### src/rtl/delay_latency_meter.sv
// rtl/delay_latency_meter.sv - marker-based latency meter for a fixed data delay stage
//
// Watches the data entering (iv_ref_data) and leaving (iv_dly_data) a delay stage
// and counts the clock cycles a software-chosen marker byte takes to pass through.
// One measurement per accepted i_start; the result is held until the next one.
//
// Ports:
//   i_clk        system clock, rising edge
//   i_rst_n      asynchronous active-low reset
//   i_start      1-cycle measurement request, accepted only in S_IDLE
//   i_abort      return to S_IDLE from any state, no done/timeout raised
//   iv_marker    marker value, latched on accepted i_start
//   iv_ref_data  data entering the delay stage
//   iv_dly_data  data leaving the delay stage
//   o_busy       high in S_ARM and S_WAIT
//   o_done       1-cycle pulse when ov_latency becomes valid
//   o_timeout    sticky: last measurement timed out
//   ov_latency   measured latency in cycles

module delay_latency_meter #(
    parameter int DATA_W  = 8,
    parameter int CNT_W   = 8,
    parameter int TIMEOUT = 255
) (
    input  logic              i_clk,
    input  logic              i_rst_n,
    input  logic              i_start,
    input  logic              i_abort,
    input  logic [DATA_W-1:0] iv_marker,
    input  logic [DATA_W-1:0] iv_ref_data,
    input  logic [DATA_W-1:0] iv_dly_data,
    output logic              o_busy,
    output logic              o_done,
    output logic              o_timeout,
    output logic [CNT_W-1:0]  ov_latency
);

    typedef enum logic [1:0] {
        S_IDLE = 2'd0,
        S_ARM  = 2'd1,
        S_WAIT = 2'd2,
        S_DONE = 2'd3
    } state_t;

    localparam logic [CNT_W-1:0] LP_TIMEOUT = CNT_W'(TIMEOUT);
    localparam logic [CNT_W-1:0] LP_ONE     = CNT_W'(1);

    state_t              r_state;
    state_t              w_state_nxt;
    logic [DATA_W-1:0]   r_marker;
    logic [DATA_W-1:0]   w_marker_nxt;
    logic [CNT_W-1:0]    r_cnt;
    logic [CNT_W-1:0]    w_cnt_nxt;
    logic [CNT_W-1:0]    r_latency;
    logic [CNT_W-1:0]    w_latency_nxt;
    logic                r_timeout;
    logic                w_timeout_nxt;
    logic                r_busy;
    logic                r_done;
    logic                w_ref_hit;
    logic                w_dly_hit;

    assign w_ref_hit = (iv_ref_data == r_marker);
    assign w_dly_hit = (iv_dly_data == r_marker);

    always_ff @(posedge i_clk or negedge i_rst_n) begin
        if (!i_rst_n) begin
            r_state   <= S_IDLE;
            r_marker  <= '0;
            r_cnt     <= '0;
            r_latency <= '0;
            r_timeout <= 1'b0;
            r_busy    <= 1'b0;
            r_done    <= 1'b0;
        end else begin
            r_state   <= w_state_nxt;
            r_marker  <= w_marker_nxt;
            r_cnt     <= w_cnt_nxt;
            r_latency <= w_latency_nxt;
            r_timeout <= w_timeout_nxt;
            // Status flags are registered from the next state so they line up
            // exactly with the state they describe.
            r_busy    <= (w_state_nxt == S_ARM) || (w_state_nxt == S_WAIT);
            r_done    <= (w_state_nxt == S_DONE);
        end
    end

    always_comb begin
        w_state_nxt   = r_state;
        w_marker_nxt  = r_marker;
        w_cnt_nxt     = r_cnt;
        w_latency_nxt = r_latency;
        w_timeout_nxt = r_timeout;

        case (r_state)
            S_IDLE: begin
                if (i_start) begin
                    w_marker_nxt  = iv_marker;
                    w_latency_nxt = '0;
                    w_timeout_nxt = 1'b0;
                    w_cnt_nxt     = '0;
                    w_state_nxt   = S_ARM;
                end
            end
            S_ARM: begin
                if (w_ref_hit) begin
                    if (w_dly_hit) begin
                        // Zero-depth path: marker seen on both sides on one edge.
                        w_latency_nxt = '0;
                        w_state_nxt   = S_DONE;
                    end else begin
                        // Counter holds the cycles elapsed at the next edge.
                        w_cnt_nxt   = LP_ONE;
                        w_state_nxt = S_WAIT;
                    end
                end
            end
            S_WAIT: begin
                // Ref-side matches are ignored here: the first marker occurrence wins.
                if (w_dly_hit) begin
                    w_latency_nxt = r_cnt;
                    w_cnt_nxt     = '0;
                    w_state_nxt   = S_DONE;
                end else if (r_cnt == LP_TIMEOUT) begin
                    w_timeout_nxt = 1'b1;
                    w_latency_nxt = '0;
                    w_cnt_nxt     = '0;
                    w_state_nxt   = S_IDLE;
                end else begin
                    w_cnt_nxt = r_cnt + LP_ONE;
                end
            end
            S_DONE: begin
                w_state_nxt = S_IDLE;
            end
            default: begin
                w_state_nxt = S_IDLE;
            end
        endcase

        // Abort overrides everything, including a start in S_IDLE; results are kept.
        if (i_abort) begin
            w_state_nxt   = S_IDLE;
            w_cnt_nxt     = '0;
            w_marker_nxt  = r_marker;
            w_latency_nxt = r_latency;
            w_timeout_nxt = r_timeout;
        end
    end

    assign o_busy     = r_busy;
    assign o_done     = r_done;
    assign o_timeout  = r_timeout;
    assign ov_latency = r_latency;

endmodule

### config.mk
export PLATFORM = sky130hd
export DESIGN_NAME = delay_latency_meter
export DESIGN_NICKNAME = d
export VERILOG_FILES = /design/src/rtl/delay_latency_meter.sv
export SDC_FILE = /design/constraint.sdc
export NUM_CORES = 1
export LEC_CHECK = 0
export BUFFER_PORTS_ARGS = -buffer_cell sky130_fd_sc_hd__buf_2
export CORE_ASPECT_RATIO = 0.8
export CORE_MARGIN = 2
export CORE_UTILIZATION = 49
export DETAILED_ROUTE_END_ITERATION = 10
export PLACE_DENSITY_LB_ADDON = 0.25
export SETUP_SLACK_MARGIN = 0.4
export SLEW_MARGIN = 20
export SYNTH_ARGS = -nofsm -noshare
export SYNTH_HDL_FRONTEND = slang
export SYNTH_SLANG_ARGS = --single-unit
### constraint.sdc
create_clock -name i_clk -period 3.9 [get_ports i_clk]
set_input_delay 0 -clock i_clk [delete_from_list [all_inputs] [get_ports i_clk]]
set_output_delay 0 -clock i_clk [all_outputs]
set_load 0.05 [all_outputs]
==> flow_summary.ini <==
[finish]
final_common_cell = buf_2
insertedDiodeCount = 0
final_cell_mix = 38 x buf_2, 29 x dfrtp_1, 18 x nand2_1
area_delta_synth_final_pct = 26.74
fillers = 261
design_area_um2 = 2123
fin_nets = 251
layout-drive-gt1-share_pct = 29.22

[drt]
route.detailed.drc = 0
vias = 1358
wirelength_um = 3709
vias_per_cell = 5.243
dr.pass1.iters = 4
drt-initial-drc-count = 77
antenna_left = 0
wl_per_cell_um = 14.32

[worst_setup_path]
ff2ff_path_depth = 7
cp.arrival_ns = 2.48
cp.required_ns = 4.07
critPathLaunchType = flip-flop
worstReg2RegStart = r_marker[6]
r2r_slack_ns = 1.59
cp-startpoint = r_marker[6]
path_cells = xor2_1 -> nor4_2 -> nand2_1 -> a21boi_1 -> o21ai_1 -> a21oi_1 -> ha_1
max_stage_delay_ns = 0.49
crit_buf_inv = 0
crit_path_max_fanout = 4
worstSetupPathType = flip-flop to flip-flop
crit_cells = 7
slowest_stage = nor4_2
endpoint_kind = flip-flop
crit_family = simple AND/OR/NAND/NOR gates

[timing]
finalSetupTns_ns = 0
finalMaxSlewViolations = 0
finClkSkew_ns = 0.009423
period_needed_ns = 2.308
fmax_mhz = 433.2
rsz0062_at_grt = no
hold_viol = 0
tightest_slew_ns = 0.6451
slew_headroom_pct = 56.99
finalCritPeriodShare_pct = 59.19
setup_viol = 0

[floorplanning]
chipWidth_um = 69.38
start_util_pct = 52.76
die_area_um2 = 3906
design.portCount = 39
row_count = 18
chipHeight_um = 56.30
core_um2 = 3176

[cts]
clockBufferDepth = 2
clk_latency_ns = 0.28
cts_tree = built
cts_sinks = 29
cts_buffers = 5
h-tree-depth = 2
cts_resized = 0
cts_root_buf = clkbuf_8
path_clk_slew_ns = 0.07

[power_and_ir_drop]
power.density_nw_per_um2 = 583.4
p_leak_uw = 0.0009691
ir_worst_vdd_uv = 458.5

[logic_synthesis]
synth_edf_count = 0
yosysSeqAreaShare_pct = 43.32
yosys_warnings = 0
netlist_instances = 165
syn_avg_cell_area_um2 = 10.15
ys_seq_elements = 29
synth_cell_type_count = 42
synth_nets = 198
ys.flop_type = dfrtp_1
async_reset_ff_share_pct = 100.0
synth_area_um2 = 1675

[placed_design]
gp_congestion = 0.9174
io_buffers = 38
dp_hpwl_um = 2739
place_area_um2 = 1907

[run_status]
outcome = finished clean

[job]
drv_cap = 0

[global_routing]
grt_use_total_pct = 20.53
grt_pass1_vias = 1386
met2_usage_pct = 32.97
top_usage_layer = met2
grt_max_degree = 30
grt_pass1_wl_um = 6327
grtUsageMet3_pct = 5.566
grt_overflow = 0
grt_util_met1_pct = 27.71
antenna_found_initial = 0

[hold_path]
hold_path_class = input pin to flip-flop
min-delay-start = i_start
hold_depth = 3
## metal layers
metal,wire (µm),up-vias
li1,-,674
met1,1818,639
met2,1691,41
met3,189,4
met4,10,0
met5,0,-
## what timing repair did
item | 4_1_cts | 5_1_grt
hold buffers | 10 | 0
buffers inserted | 0 | 0
endpoints found under the hold margin | 38 | 0
## power by group
group / internal, µW / total (µW) / switching (µW) / leakage (µW)
combinational: 223 / 489 / 265 / 0.000526
sequential: 363 / 425 / 62.3 / 0.000385
clock: 208 / 325 / 117 / 0.0000585
total: 794 / 1240 / 445 / 0.000969
## synthesized netlist by cell type, types with 2 or more instances
master     n  area [µm²]
a21oi_1    7       35.03
dfrtp_1   29       725.7
ha_1       5       62.56
inv_1     17       63.81
mux2_2     8       90.09
mux2i_1    9       90.09
nand2_1   18       67.56
nand2b_1   2       12.51
nand3_1    6       30.03
nand4_1    4       25.02
nor2_1     5       18.77
nor3_1     2       10.01
nor4_2     2       25.02
o21ai_0    4       20.02
o21ai_1    3       15.01
o22ai_1    4       25.02
xnor2_1    8       70.07
xor2_1     8       70.07
## path summary, 6_finish.rpt
path                                  to
max                               o_busy
min                           r_state[1]
max reg2reg                       o_busy
min reg2reg                ov_latency[6]
max in group asynchronous       r_cnt[2]
min in group asynchronous    r_marker[7]
## sequential cells by signal, indices dropped and copies added, names as in the netlist
signal / count
o_timeout: 1
r_cnt: 8
o_busy: 1
r_marker: 8
o_done: 1
ov_latency: 8
r_state: 2
## logic make-up (layout without fill, tap and decap cells)
kind of cell             after synthesis  after routing  share of synthesized area, %
AO/OA/AOI/OAI                         27             27                         11.73
XOR/XNOR                              16             16                         8.365
adder cells (fa/ha/maj)                5              5                         3.734
buffers and inverters                 20             74                         4.555
flip-flops                            29             29                         43.32
multiplexers                          17             17                         10.75
AND/OR/NAND/NOR                       51             51                         17.55
## tightest hold or removal path, delay by kind of cell
family / cells / cell delay [ns]
AO/OA/AOI/OAI: 2 / 0.23
buffers and inverters: 1 / 0.11
## stage by stage
step / power (µW) / util, % / instances / setup slack (ns) / hold WS [ns]
final: 1239 / 66.86 / 259 / 1.592 / 0.1152
after global routing: 1312 / 66.86 / 259 / 1.424 / 0.1429
after CTS: 1243 / 66.86 / 259 / 1.591 / 0.1024
after detailed placement: 909.3 / 60.05 / 241 / 1.578 / 0.06995
after global placement: 882.8 / 60.05 / 241 / 1.723 / 0.04641
after floorplan: 802.2 / - / 165 / 1.859 / -0.2956
## layout make-up
| type | count | area, µm² | share of cell area (%) |
|---|---|---|---|
| Multi-Input combinational cell | 116 | 873.3 | 41.13 |
| Sequential cell | 29 | 725.7 | 34.18 |
| Timing Repair Buffer | 48 | 290.3 | 13.67 |
| Clock buffer | 7 | 86.33 | 4.066 |
| Inverter | 18 | 67.56 | 3.182 |
| Tap cell | 40 | 50.05 | 2.357 |
| Clock inverter | 1 | 30.03 | 1.414 |
Power figures use the tool's default switching activity.
